--- config.mk ---
export PLATFORM = sky130hd
export DESIGN_NAME = compare_debounce_fsm_flat
export DESIGN_NICKNAME = d
export VERILOG_FILES = /design/src/rtl/compare_pkg.sv /design/src/rtl/compare_debounce_fsm_if.sv /design/src/rtl/sat_counter.sv /design/src/rtl/compare_debounce_fsm.sv /design/src/flat_wrapper.sv
export SDC_FILE = /design/constraint.sdc
export NUM_CORES = 1
export LEC_CHECK = 0
export CAP_MARGIN = 20
export CORE_ASPECT_RATIO = 0.9
export CORE_MARGIN = 5
export CORE_UTILIZATION = 32
export DETAILED_ROUTE_END_ITERATION = 16
export GPL_ROUTABILITY_DRIVEN = 0
export PLACE_DENSITY = 0.73
export SYNTH_ARGS = -nofsm -noshare
export SYNTH_HDL_FRONTEND = slang
export SYNTH_SLANG_ARGS = --single-unit
--- constraint.sdc ---
create_clock -name clk -period 2.1 [get_ports clk]
set_input_delay 0.42 -clock clk [delete_from_list [all_inputs] [get_ports clk]]
set_output_delay 0.42 -clock clk [all_outputs]
set_load 0.05 [all_outputs]
--- src/rtl/compare_pkg.sv ---
// compare_pkg: relation encoding and flag classifier shared by the comparator and its consumers
//   rel_t    : 2-bit relation, 00 UNK, 01 GT, 10 LT, 11 EQ
//   cls_t    : {ok, rel} result of classify
//   classify : maps gt/lt/eq flags to a relation, ok only when exactly one flag is set
package compare_pkg;
   typedef enum logic [1:0] {REL_UNK = 2'b00, REL_GT = 2'b01, REL_LT = 2'b10, REL_EQ = 2'b11} rel_t;
   typedef struct packed {
      logic ok;
      rel_t rel;
   } cls_t;
   function automatic cls_t classify(input logic gt, input logic lt, input logic eq);
      logic ok;
      ok = {gt, lt, eq} inside {3'b100, 3'b010, 3'b001};
      return '{ok: ok, rel: !ok ? REL_UNK : gt ? REL_GT : lt ? REL_LT : REL_EQ};
   endfunction
endpackage

--- src/rtl/compare_debounce_fsm_if.sv ---
// compare_debounce_fsm_if: sample and status bundle of the debounced comparator FSM
//   master : drives in_valid, gt, lt, eq, stat_clr; observes state, changed, err, counters
//   slave  : the FSM side, the reverse directions
interface compare_debounce_fsm_if #(parameter int CNT_W = 16);
   logic             in_valid, gt, lt, eq, stat_clr;
   logic [1:0]       state;
   logic             changed, err;
   logic [CNT_W-1:0] gt_cnt, lt_cnt, eq_cnt;
   modport master (output in_valid, gt, lt, eq, stat_clr,
                   input  state, changed, err, gt_cnt, lt_cnt, eq_cnt);
   modport slave  (input  in_valid, gt, lt, eq, stat_clr,
                   output state, changed, err, gt_cnt, lt_cnt, eq_cnt);
endinterface

--- src/rtl/sat_counter.sv ---
// sat_counter: W-bit event counter that saturates at all-ones
//   clk, rst : clock and asynchronous active-high reset
//   inc      : count one event this cycle
//   clr      : synchronous clear; an event in the same cycle leaves the count at 1
//   q        : current count
module sat_counter #(parameter int W = 16) (
   input  logic         clk,
   input  logic         rst,
   input  logic         inc,
   input  logic         clr,
   output logic [W-1:0] q
);
   always_ff @(posedge clk or posedge rst)
      if (rst) q <= '0;
      else if (clr) q <= {{(W-1){1'b0}}, inc};
      else if (inc && !(&q)) q <= q + 1'b1;
endmodule

--- src/rtl/compare_debounce_fsm.sv ---
// compare_debounce_fsm: debounces comparator gt/lt/eq flags into a stable relation state
//   clk, rst : clock and asynchronous active-high reset
//   bus      : slave side of compare_debounce_fsm_if
//              in: in_valid, gt, lt, eq, stat_clr  out: state, changed, err, gt/lt/eq_cnt
//   DEBOUNCE : consecutive agreeing valid samples needed to switch state (>=1)
//   CNT_W    : statistics counter width (>=2), must match the interface
//   COMPARE_DEBOUNCE_FSM_STATS_EN : when defined, saturating per-class sample counters;
//              otherwise counters read 0 and stat_clr is ignored
module compare_debounce_fsm
   import compare_pkg::*;
#(
   parameter int DEBOUNCE = 3,
   parameter int CNT_W    = 16
) (
   input logic                   clk,
   input logic                   rst,
   compare_debounce_fsm_if.slave bus
);
   localparam int RW = $clog2(DEBOUNCE + 1);
   rel_t          state, cand;
   logic [RW-1:0] run;
   logic          changed, err;
   cls_t          c;
   assign c = classify(bus.gt, bus.lt, bus.eq);
   // cand/run track the class trying to displace state; a sample matching state
   // or a malformed sample abandons the attempt, idle cycles leave it intact
   always_ff @(posedge clk or posedge rst)
      if (rst) begin
         state   <= REL_UNK;
         cand    <= REL_UNK;
         run     <= '0;
         changed <= 1'b0;
         err     <= 1'b0;
      end else begin
         changed <= 1'b0;
         err     <= 1'b0;
         if (bus.in_valid) begin
            if (!c.ok) begin
               err  <= 1'b1;
               cand <= REL_UNK;
               run  <= '0;
            end else if (c.rel == state) begin
               cand <= state;
               run  <= '0;
            end else if (c.rel == cand) begin
               if (32'(run) + 1 == DEBOUNCE) begin
                  state   <= c.rel;
                  changed <= 1'b1;
                  run     <= '0;
               end else run <= run + 1'b1;
            end else if (DEBOUNCE == 1) begin
               cand    <= c.rel;
               state   <= c.rel;
               changed <= 1'b1;
               run     <= '0;
            end else begin
               cand <= c.rel;
               run  <= RW'(1);
            end
         end
      end
   assign bus.state   = state;
   assign bus.changed = changed;
   assign bus.err     = err;
`ifdef COMPARE_DEBOUNCE_FSM_STATS_EN
   logic acc;
   assign acc = bus.in_valid && c.ok;
   sat_counter #(.W(CNT_W)) u_gt (.clk(clk), .rst(rst), .inc(acc && c.rel == REL_GT), .clr(bus.stat_clr), .q(bus.gt_cnt));
   sat_counter #(.W(CNT_W)) u_lt (.clk(clk), .rst(rst), .inc(acc && c.rel == REL_LT), .clr(bus.stat_clr), .q(bus.lt_cnt));
   sat_counter #(.W(CNT_W)) u_eq (.clk(clk), .rst(rst), .inc(acc && c.rel == REL_EQ), .clr(bus.stat_clr), .q(bus.eq_cnt));
`else
   logic unused_clr;
   assign unused_clr = bus.stat_clr;
   assign bus.gt_cnt = {CNT_W{1'b0}};
   assign bus.lt_cnt = {CNT_W{1'b0}};
   assign bus.eq_cnt = {CNT_W{1'b0}};
`endif
endmodule

--- src/flat_wrapper.sv ---
// flat-port wrapper written by rule: the top's interface ports become plain ports
module compare_debounce_fsm_flat import compare_pkg::*;
#(
   parameter int DEBOUNCE = 3,
   parameter int CNT_W    = 16
)
  (clk, rst, bus_in_valid, bus_gt, bus_lt, bus_eq, bus_stat_clr, bus_state, bus_changed, bus_err, bus_gt_cnt, bus_lt_cnt, bus_eq_cnt);
  compare_debounce_fsm_if #(.CNT_W(CNT_W)) bus_i ();
  input logic clk;
  input logic rst;
  input wire logic [$bits(bus_i.in_valid)-1:0] bus_in_valid;
  input wire logic [$bits(bus_i.gt)-1:0] bus_gt;
  input wire logic [$bits(bus_i.lt)-1:0] bus_lt;
  input wire logic [$bits(bus_i.eq)-1:0] bus_eq;
  input wire logic [$bits(bus_i.stat_clr)-1:0] bus_stat_clr;
  output wire logic [$bits(bus_i.state)-1:0] bus_state;
  output wire logic [$bits(bus_i.changed)-1:0] bus_changed;
  output wire logic [$bits(bus_i.err)-1:0] bus_err;
  output wire logic [$bits(bus_i.gt_cnt)-1:0] bus_gt_cnt;
  output wire logic [$bits(bus_i.lt_cnt)-1:0] bus_lt_cnt;
  output wire logic [$bits(bus_i.eq_cnt)-1:0] bus_eq_cnt;
  assign bus_i.in_valid = bus_in_valid;
  assign bus_i.gt = bus_gt;
  assign bus_i.lt = bus_lt;
  assign bus_i.eq = bus_eq;
  assign bus_i.stat_clr = bus_stat_clr;
  assign bus_state = bus_i.state;
  assign bus_changed = bus_i.changed;
  assign bus_err = bus_i.err;
  assign bus_gt_cnt = bus_i.gt_cnt;
  assign bus_lt_cnt = bus_i.lt_cnt;
  assign bus_eq_cnt = bus_i.eq_cnt;
  compare_debounce_fsm #(.DEBOUNCE(DEBOUNCE), .CNT_W(CNT_W)) u_core (.clk(clk), .rst(rst), .bus(bus_i));
endmodule
### Word level (Yosys, flattened, before mapping)

Cells that the tools add are included.

* register bits: 8
* logic and storage cells: 35
* output and inout port bits: 52
* input bits: 7

* equality and inequality tests: 7
* reductions and logical operators: 3
* mux-type cells: 17
* $add $sub $neg: 2
* bitwise gates (word level): 1

Operators by type and width (count)
* $eq 32x2->1 const B: 1
* $mux 2: 9
* $mux 1: 8
* $reduce_and 5->1: 1
* $eq 2x2->1: 2
* $add 2x1->3 const B: 1
* $eq 3x1->1 const B: 1
* $eq 3x2->1 const B: 1
* $eq 3x3->1 const B: 1
* $ne 3x3->1 const B: 1
* $reduce_bool 3->1: 1
* $add 2x1->2 const B: 1
* $reduce_and 2->1: 1
* $not 1->1: 1

### Longest topological paths before layout

* word-level depth: 8
* depth in mapped cells: 6
* mapped depth without buffers: 5

### Least setup slack after synthesis

OpenSTA, ideal clock, no wires.

* kind: input-to-reg
* from: input bus_lt
* to: register u_core.state[0], in the netlist u_core.bus.state[0]
* library setup time: 0.125 ns
* path buffers: 1
* stages: 6
* slack: 0.009 ns
* arrival: 1.966 ns
* data required time: 1.975 ns
* cells stage by stage: buf_4 > or3b_4 > a221oi_2 > o221ai_2 > nor3_4 > mux2_4

* word-level cells in the longest chain between the ends: 6
* elaborated cells between the ends (all ways): 11
* those cells by class: 5 x eq/ne; 3 x mux; 1 x bitwise; 2 x reduce/logical

RTL lines
* from (decl): RTL line flat_wrapper.sv:13 `input wire logic [$bits(bus_i.lt)-1:0] bus_lt;`
* $eq 3x3->1 (tied with other cells): RTL line compare_pkg.sv:13 `ok = {gt, lt, eq} inside {3'b100, 3'b010, 3'b001};`
* $reduce_bool 3->1 / $mux 2 (equally long branches): RTL line compare_pkg.sv:13, compare_pkg.sv:14
* $mux 2: RTL line compare_pkg.sv:14 `return '{ok: ok, rel: !ok ? REL_UNK : gt ? REL_GT : lt ? REL_LT : REL_EQ};`
* $eq 2x2->1: RTL line compare_debounce_fsm.sv:42 `end else if (c.rel == state) begin`
* $not 1->1 (no line)
* $reduce_and 5->1 (no line)
* to (signal assigned): RTL line compare_debounce_fsm.sv:47 `state <= c.rel;`
* to (signal assigned): RTL line compare_debounce_fsm.sv:53 `state <= c.rel;`
* to (decl): RTL line compare_debounce_fsm.sv:20 `rel_t state, cand;`

Several ways; a longest one is shown, not always the timed one.
A chain may end at the register's enable or synchronous reset.

### Worst setup path after layout

* from: input bus_gt
* to: register u_core.state[1], in the netlist u_core.bus.state[1]

* word-level cells in the longest chain between the ends: 6
* elaborated cells between the ends (all ways): 10
* those cells by class: 5 x eq/ne; 2 x mux; 1 x bitwise; 2 x reduce/logical

RTL lines
* from (decl): RTL line flat_wrapper.sv:12 `input wire logic [$bits(bus_i.gt)-1:0] bus_gt;`
* $eq 3x3->1 (tied with other cells): RTL line compare_pkg.sv:13
* $reduce_bool 3->1: RTL line compare_pkg.sv:13
* $mux 2: RTL line compare_pkg.sv:14
* $eq 2x2->1: RTL line compare_debounce_fsm.sv:42
* $not 1->1 (no line)
* $reduce_and 5->1 (no line)

Several ways; a longest one is shown, not always the timed one.

==> results.py <==
metrics = {
    "cts": {
        "holdBufCountCts": 0,
        "clock_latency_ps": 250,
        "clkTransAtPathRegs_ps": 50,
        "clockBufferDepth": 2,
        "cts_tree": "yes",
        "cts.sinks": 8,
        "clock-root-buffer": "clkbuf_4",
        "cts_buffers": 3,
        "cts_htree_levels": 1,
    },
    "route": {
        "wl_met2_um": 784,
        "vias": 579,
        "drc": 0,
        "wl_met1_um": 511,
        "final_antenna_net_count": 0,
        "top_layer": "met3",
        "wl_um": 1520,
        "drtIter0Drc": 17,
        "via_per_inst": 3.91,
        "detail_route.wl_per_cell_um": 10.3,
        "wl_met3_um": 227,
        "firstDrtPassIters": 4,
    },
    "sta": {
        "max_slew.worst_pin.slew_ps": 496,
        "finalHoldViolations": 0,
        "skew_ps": 0.679,
        "fin_crit_ps": 2010,
        "slew_headroom": 0.669,
        "fin_crit_sh": 0.957,
        "rsz0062_at_grt": "no",
        "timing.hold.ws_ps": 420,
        "worst_slack_ps": 90.6,
        "final-setup-viol-count": 0,
        "fmax_ghz": 0.498,
        "final_max_slew_viol_count": 0,
    },
    "synth": {
        "syn_avg_cell_area_um2": 9.12,
        "ys_types": 28,
        "synth_cells": 98,
        "yosys_warnings": 0,
        "synth_area_um2": 893,
        "synth_area_leaders": "buf_4 41%, dfrtp_1 22%, mux2_4 3.4%",
        "synth_edf_count": 0,
        "async_reset_ff_frac": 1.00,
        "synth_ff_type": "dfrtp_1",
        "yosys.cell_count.top_type": "buf_4",
        "ys_ff_latch": 8,
        "ys_seq_area_frac": 0.224,
        "yosysTopAreaCellShare": 0.412,
        "synth_area_leader_cell": "buf_4",
        "synth_common_cells": "49 x buf_4, 8 x dfrtp_1, 4 x inv_1, 4 x nand2_1, 3 x nor2_1",
    },
    "die": {
        "chipWidth_um": 65.7,
        "start_util": 0.331,
        "die_h_um": 60.1,
        "dieArea_um2": 3950,
        "core-area_um2": 2700,
        "boundaryPins": 59,
        "core.rowCount": 18,
    },
    "critical_path": {
        "crit_chain": "dlygate4sd2_1 > or3b_4 > a221oi_4 > o221ai_4 > nor3_4 > mux2_4",
        "cp.required_ps": 2230,
        "slowest_delay_ps": 400,
        "arrival_ps": 2140,
        "start_kind": "input pin",
        "cp_max_fo": 3,
        "endpoint_kind": "flip-flop",
        "path_buf_inv": 1,
        "crit_slowest_cell": "or3b_4",
        "critical-path-top-delay-family": "simple AND/OR/NAND/NOR gates",
        "crit_type": "in -> reg",
    },
    "power_and_ir_drop": {
        "total_leakage_power_nw": 0.471,
        "peakVddDrop_mv": 0.180,
        "power.total_mw": 0.723,
        "powerDensity_nw_per_um2": 768,
    },
    "finish": {
        "fin_util": 0.348,
        "drive_gt1_frac": 0.220,
        "final_area_um2": 941,
        "synthToLayoutAreaGrowth_pct": 5.32,
        "antenna_cells": 0,
        "nets": 127,
    },
    "placed_design": {
        "place_area_um2": 875,
        "dp_hpwl_um": 1220,
        "place.port_buffers": 9,
        "dp_slack_ps": -455,
    },
    "grt": {
        "grtUsageTotal": 0.0724,
        "grt_pass1_vias": 481,
        "overflow": 0,
        "grt_pass1_wl_um": 2070,
        "antenna_found_initial": 0,
        "grt_max_degree": 10,
    },
    "worst_hold_path": {
        "hp-class": "in -> async",
    },
    "run_status": {
        "status": "completed",
    },
    "job": {
        "max_cap_viol_count": 0,
    },
}
==> power breakdown <==
part	internal, mW	total [mW]	switching [mW]
Clock	0.0649	0.110	0.0454
Sequential	0.176	0.203	0.0264
Combinational	0.110	0.410	0.300
Total	0.351	0.723	0.372
==> per-layer routing <==
metal | up-vias | global-route usage
met2 | 38 | 0.127
met5 | - | 0
met1 | 270 | 0.0701
met4 | 0 | 0.0178
li1 | 271 | -
met3 | 0 | 0.0489
==> path summary, 6_finish.rpt <==
path                                       startpoint                         endpoint  slack [ps]  cells past startpoint
max                                            bus_gt  u_core.bus.state[1]$_DFFE_PP0P_          90                      6
min                                               rst  u_core.bus.state[0]$_DFFE_PP0P_         420                      2
max reg2reg                u_core.cand[1]$_DFFE_PP0P_  u_core.bus.state[1]$_DFFE_PP0P_         100                      5
min reg2reg                 u_core.run[0]$_DFFE_PP0P_     u_core.bus.changed$_DFF_PP0_         550                      1
max in group asynchronous                         rst       u_core.cand[0]$_DFFE_PP0P_        1450                      2
min in group clk            u_core.run[0]$_DFFE_PP0P_     u_core.bus.changed$_DFF_PP0_         550                      1
==> cell usage in the layout (no fill, tap or decap), drive strengths merged, types with 3 or more instances in the layout <==
master and n:
buf 12, clkbuf 4, conb 48, dfrtp 8, nand2 4, nor2 3
mux2 3, clkdlybuf4s50 6, inv 4
==> flip-flops by register name, summed over array words and instances, names as in the netlist <==
name                flops
u_core.cand             2
u_core.bus.state        2
u_core.bus.err          1
u_core.run              2
u_core.bus.changed      1
==> cell families (layout without fill, tap and decap cells) <==
family / count (synthesis) / count (layout) / share of synthesized area
AO/OA/AOI/OAI: 13 / 13 / 0.130
XOR/XNOR: 2 / 2 / 0.0196
buffers and inverters: 55 / 28 / 0.454
flip-flops: 8 / 8 / 0.224
multiplexers: 3 / 3 / 0.0462
other: 1 / 48 / 0.00420
AND/OR/NAND/NOR: 16 / 16 / 0.122
==> final cells by class <==
cell class / instances / area, µm²
fill: 280 / 1760
multi-input combinational: 82 / 492
sequential: 8 / 200
timing repair buffer: 21 / 174
tap: 30 / 37.5
clock buffer: 3 / 22.5
inverter: 4 / 15.0
==> metrics by stage <==
| step | TNS (ps) | instances |
|---|---|---|
| floorplan | 0 | 145 |
| global placement | -1380 | 142 |
| detailed placement | -1540 | 142 |
| CTS | 0 | 146 |
| global route | 0 | 148 |
| finish | 0 | 148 |
==> timing repair <==
action | 4_1_cts | 5_1_grt
endpoints found under the setup margin | 3 | 2
pin swaps | 4 | 4
setup buffers | 1 | 2
gates cloned | 0 | 0
resized for setup | 5 | 4
Power figures use the tool's default switching activity.
